### src/rtl/memory_stage.sv
// memory_stage: pipeline register between execute and write-back.
// Captures the EXE result. On loads it waits for the data SRAM read
// response, then aligns and extends the returned word. Other instructions
// pass their EXE value straight through.
//
// Ports:
//   clk, resetn             clock, async active-low reset
//   stall, excp             global hold, flush of the incoming instruction
//   exe_*                   instruction presented by the execute stage
//   data_sram_rdata/rvalid  load response (one-cycle strobe)
//   mem_out_en/op/dest/value result towards write-back
//   mem_busy                load outstanding, upstream must hold
//   mem_fwd_ok              mem_value may be bypassed to decode
//   mem_pc, mem_inst        debug passthrough
//
// FSM states:
//   state  | meaning
//   S_IDLE | no load outstanding; MEM holds a non-load or a bubble
//   S_WAIT | load registered, waiting for data_sram_rvalid
//   S_HOLD | load data captured in rdata_q, result presented
module memory_stage #(
  parameter int OPW     = 39,
  // Load bit positions in the op bus; bit 0 is EMPTY.
  parameter int OP_LB   = 21,
  parameter int OP_LBU  = 22,
  parameter int OP_LH   = 23,
  parameter int OP_LHU  = 24,
  parameter int OP_LW   = 25,
  parameter int OP_LWL  = 26,
  parameter int OP_LWR  = 27
) (
  input  logic           clk,
  input  logic           resetn,
  input  logic           stall,
  input  logic           excp,
  input  logic           exe_out_en,
  input  logic [OPW-1:0] exe_out_op,
  input  logic [4:0]     exe_dest,
  input  logic [31:0]    exe_value,
  input  logic [31:0]    exe_rt_value,
  input  logic           exe_rbadaddr,
  input  logic [31:0]    data_sram_rdata,
  input  logic           data_sram_rvalid,
  input  logic [31:0]    exe_pc,
  input  logic [31:0]    exe_inst,
  output logic           mem_out_en,
  output logic [OPW-1:0] mem_out_op,
  output logic [4:0]     mem_dest,
  output logic [31:0]    mem_value,
  output logic           mem_busy,
  output logic           mem_fwd_ok,
  output logic [31:0]    mem_pc,
  output logic [31:0]    mem_inst
);

  typedef enum logic [1:0] {S_IDLE, S_WAIT, S_HOLD} state_t;

  state_t         state, state_nxt;
  logic [OPW-1:0] op_r;
  logic [4:0]     dest_r;
  logic [31:0]    value_r;
  logic [31:0]    rt_r;
  logic [1:0]     two_r;
  logic           valid_r;
  logic [31:0]    rdata_q;
  logic [31:0]    pc_r;
  logic [31:0]    inst_r;

  logic           adv;
  logic           flush_in;
  logic           is_load;
  logic           use_align;
  logic [31:0]    align_val;
  logic [7:0]     byte_sel;
  logic [15:0]    half_sel;

  assign adv      = ~stall & ~mem_busy;
  assign flush_in = excp | ~exe_out_en;
  // A misaligned load never issues a read, so it is treated as a non-load.
  assign is_load  = ~flush_in & ~exe_rbadaddr &
                    (exe_out_op[OP_LB]  | exe_out_op[OP_LBU] |
                     exe_out_op[OP_LH]  | exe_out_op[OP_LHU] |
                     exe_out_op[OP_LW]  | exe_out_op[OP_LWL] |
                     exe_out_op[OP_LWR]);

  // State register
  always_ff @(posedge clk or negedge resetn) begin
    if (!resetn) state <= S_IDLE;
    else         state <= state_nxt;
  end

  // Next state
  always_comb begin
    state_nxt = state;
    case (state)
      S_IDLE, S_HOLD: begin
        if (adv) state_nxt = is_load ? S_WAIT : S_IDLE;
      end
      S_WAIT: begin
        // stall does not block the response capture
        if (data_sram_rvalid) state_nxt = S_HOLD;
      end
      default: state_nxt = S_IDLE;
    endcase
  end

  // State-derived outputs
  always_comb begin
    mem_busy  = (state == S_WAIT);
    // Only a real load leaves IDLE, so any non-IDLE state selects the aligner.
    use_align = (state != S_IDLE);
  end

  // Pipeline register
  always_ff @(posedge clk or negedge resetn) begin
    if (!resetn) begin
      op_r    <= '0;
      dest_r  <= '0;
      value_r <= '0;
      rt_r    <= '0;
      two_r   <= '0;
      valid_r <= 1'b0;
      pc_r    <= '0;
      inst_r  <= '0;
    end else if (adv) begin
      value_r <= exe_value;
      rt_r    <= exe_rt_value;
      two_r   <= exe_value[1:0];
      pc_r    <= exe_pc;
      inst_r  <= exe_inst;
      if (flush_in) begin
        op_r    <= {{(OPW-1){1'b0}}, 1'b1};
        dest_r  <= '0;
        valid_r <= 1'b0;
      end else begin
        op_r    <= exe_out_op;
        dest_r  <= exe_dest;
        valid_r <= 1'b1;
      end
    end
  end

  // Load response capture; responses outside WAIT are dropped.
  always_ff @(posedge clk or negedge resetn) begin
    if (!resetn)                                  rdata_q <= '0;
    else if (state == S_WAIT && data_sram_rvalid) rdata_q <= data_sram_rdata;
  end

  // Little-endian alignment and LWL/LWR merge
  always_comb begin
    byte_sel  = rdata_q[{two_r, 3'b000} +: 8];
    half_sel  = rdata_q[{two_r[1], 4'b0000} +: 16];
    align_val = rdata_q;
    if (op_r[OP_LB])       align_val = {{24{byte_sel[7]}}, byte_sel};
    else if (op_r[OP_LBU]) align_val = {24'd0, byte_sel};
    else if (op_r[OP_LH])  align_val = {{16{half_sel[15]}}, half_sel};
    else if (op_r[OP_LHU]) align_val = {16'd0, half_sel};
    else if (op_r[OP_LWL]) begin
      case (two_r)
        2'd0:    align_val = {rdata_q[7:0],  rt_r[23:0]};
        2'd1:    align_val = {rdata_q[15:0], rt_r[15:0]};
        2'd2:    align_val = {rdata_q[23:0], rt_r[7:0]};
        default: align_val = rdata_q;
      endcase
    end else if (op_r[OP_LWR]) begin
      case (two_r)
        2'd0:    align_val = rdata_q;
        2'd1:    align_val = {rt_r[31:24], rdata_q[31:8]};
        2'd2:    align_val = {rt_r[31:16], rdata_q[31:16]};
        default: align_val = {rt_r[31:8],  rdata_q[31:24]};
      endcase
    end
  end

  assign mem_out_en = valid_r & ~mem_busy;
  assign mem_fwd_ok = mem_out_en;
  assign mem_out_op = op_r;
  assign mem_dest   = dest_r;
  assign mem_value  = use_align ? align_val : value_r;
  assign mem_pc     = pc_r;
  assign mem_inst   = inst_r;

endmodule
### config.mk
export PLATFORM = sky130hd
export DESIGN_NAME = memory_stage
export DESIGN_NICKNAME = d
export VERILOG_FILES = /design/src/rtl/memory_stage.sv
export SDC_FILE = /design/constraint.sdc
export NUM_CORES = 1
export LEC_CHECK = 0
export CAP_MARGIN = 10
export CORE_AREA = 2 2 172 174
export DETAILED_ROUTE_END_ITERATION = 8
export DIE_AREA = 0 0 174 176
export HOLD_SLACK_MARGIN = 0.12
export PLACE_DENSITY_LB_ADDON = 0.08
export SYNTH_ARGS = -nofsm -noshare
export SYNTH_HDL_FRONTEND = slang
export SYNTH_SLANG_ARGS = --single-unit
export TNS_END_PERCENT = 5
### constraint.sdc
create_clock -name clk -period 2.6 [get_ports clk]
set_clock_uncertainty 0.2 [all_clocks]
set_input_delay 0.52 -clock clk [delete_from_list [all_inputs] [get_ports clk]]
set_output_delay 0.52 -clock clk [all_outputs]
set_load 0.02 [all_outputs]
==> run metrics <==
Core Region 28500 um2; Filler cells 2566; area of the multi-input gates 4760 um2; initial antenna violation count 4; Area growth syn-to-layout 60.7%; sequential share of the synthesized area 51.8%; global-route wire length before repair 59900 um; Mapped Nets 1270; hold path cells 2; CTS Buf Count 25; Fin. Hold Viols 0; port bufs 353; worst r2r path cells 8; max_slew headroom 67.8%; drt via density 5.02; DRC viols 0; first-pass detailed-route iteration total 5; mapped cell area 9990 um2; Worst Tran Pin Value 483 ps; Async S/R FF share, synth 100%; post-detail-place hpwl 29500 um; Wirelength per Cell 20.8 um; largest net degree at the start of global routing 66; Yosys reg bits 207; post-route ant nets 0; Clock Sinks 207; IO Pins 354; Final Non-Filler Cells 1908; FMAX 320 MHz; Peak supply drop 0.000428 V; CP endpoint kind primary output; commonest non-fill, non-tap cell in the layout nand2_1; EDFF count, synth 0; Crit path arrival time 2400 ps; final core utilization 56.3%; highest-delay cell along the critical path mux4_2; Clock Tree Buf Depth 3; Final Cycle Share 120%; failing checks setup timing; dpl cells 1847; Root Buffer clkbuf_16; CP Class reg2out; Post-synth top flop dfrtp_1; outcome complete, but fails checks; worst path cell trace mux4_2 > a21o_4 > buf_6 > o22ai_1 > o21ai_1 > buf_4 > buf_2; RSZ-0062 raised after global routing true; WL final 39800 um; Mapped Avg Cell Area 9.43 um2; Final Max Slew Viols 0; clock-pin slew on the worst setup and hold paths 60 ps; Cell Rows 62; Vias 9575; Register Area 5180 um2; total grt overflow 0; die width 174 um; Max FO, Critical Path 9; final setup fails 32; Pwr per Cell Area 747 nW/um2; final setup TNS -14590 ps; vias in the first global route 9992; CTS tree yes; Die Span Y 176 um; Syn Inst Count 1059; Crit path largest cell delay 530 ps; H-tree depth 1; Finished Cell Area 16100 um2; final worst setup slack -523 ps; Area after DPL 14900 um2; Nets 1713; Setup crit start kind flip-flop; Initial Util 35.0%; fraction of layout cells with a size suffix above 1 20.8%; count of cell types in the netlist 43; Crit path required time 1880 ps; initial DRC count 588; die area 30600 um2; Fin Hold WS 272 ps; gpl congestion 0.942; commonest non-fill, non-tap cells in the layout 406 x nand2_1, 316 x clkdlybuf4s50_1, 205 x dfrtp_1, 123 x buf_4, 53 x mux2i_1; Synth warnings 0; Total GRT Usage 25.5%; total of max-cap violations 0; HP Class reg2reg; worst skew pair latency 530 ps; Final min period 3120 ps; leakage 0.00744 uW
cell families (layout without fill, tap and decap cells):
logic type	Yosys count	count (layout)	synth area share, %
flops	207	207	51.8
mux	107	107	12.3
compound gates	174	174	12.7
simple gates	487	488	19.5
buf+inv	84	544	3.53
other cells	0	4	0
registers in the layout, indices dropped and copies added (netlist names), 2 cells and up:
name / flops
state: 2
rt_r: 32
rdata_q: 32
mem_dest: 5
value_r: 32
mem_out_op: 39
mem_pc: 32
mem_inst: 32
routing by layer:
metal  GRT usage (%)  up-vias  routed length (um)
li1                -     4525                   -
met1            32.4     4617               16400
met2            42.4      368               19000
met3            6.80       65                3250
met4            8.02        0                1210
met5               0        -                   0
per-stage QoR:
| stage | setup WS, ps | total power, uW |
|---|---|---|
| after floorplan | -130 | 5950 |
| after global placement | -447 | 8300 |
| after detailed placement | -471 | 8310 |
| after CTS | -560 | 12000 |
| after global routing | -591 | 12500 |
| final | -523 | 12000 |
area by class of cell:
class                           count  area share [%]
Timing Repair Buffer              495            29.9
Inverter                            4          0.0935
Sequential cell                   207            32.3
Clock inverter                      9           0.491
Antenna cell                        4          0.0623
Tap cell                          384            2.99
Multi-Input combinational cell    769            29.6
Clock buffer                       36            4.59
where the power goes:
group	total (uW)	switching [uW]	internal (uW)	leakage (uW)
Combinational	4460	2220	2240	0.00447
Clock	3460	1400	2060	0.000402
Sequential	4070	378	3690	0.00257
Total	12000	4000	7990	0.00744
critical path, delay by kind of cell, from the launching register on:
kind            cells  cell delay, ps
compound gates      3             490
mux                 1             530
buf+inv             3             460
flops               1             400
final timing paths:
path / from / endpoint / slack (ps)
setup / recovery: value_r[1]$_DFFE_PN0P_ / mem_value[15] / -520
hold reg to reg: mem_pc[15]$_DFFE_PN0P_ / mem_pc[15]$_DFFE_PN0P_ / 270
min in group asynchronous: resetn / value_r[3]$_DFFE_PN0P_ / 320
hold / removal: mem_pc[15]$_DFFE_PN0P_ / mem_pc[15]$_DFFE_PN0P_ / 270
setup reg to reg: state[0]$_DFFE_PN0P_ / value_r[24]$_DFFE_PN0P_ / 620
max in group asynchronous: resetn / mem_inst[29]$_DFFE_PN0P_ / 1180
synth_stat cells (all sizes together), types with 11 or more instances:
| master | count | share of area (%) |
|---|---|---|
| mux2i | 58 | 5.8 |
| mux2 | 40 | 4.5 |
| o21ai | 18 | 0.90 |
| nand2 | 413 | 16 |
| o22ai | 17 | 1.1 |
| clkbuf | 54 | 2.0 |
| nor3 | 11 | 0.55 |
| a22o | 43 | 3.8 |
| dfrtp | 207 | 52 |
| nor2 | 28 | 1.1 |
| buf | 26 | 1.4 |
| a21oi | 34 | 1.7 |
timing repair:
item                                   4_1_cts  5_1_grt
endpoints found under the hold margin       57        0
hold buffers                                 1        0
cloned                                       2        0
pin swaps                                   23        8
gates resized for setup                    235       19
setup endpoints to repair                   36       35
setup buffers                                8        2
(Power assumes the default switching activity.)
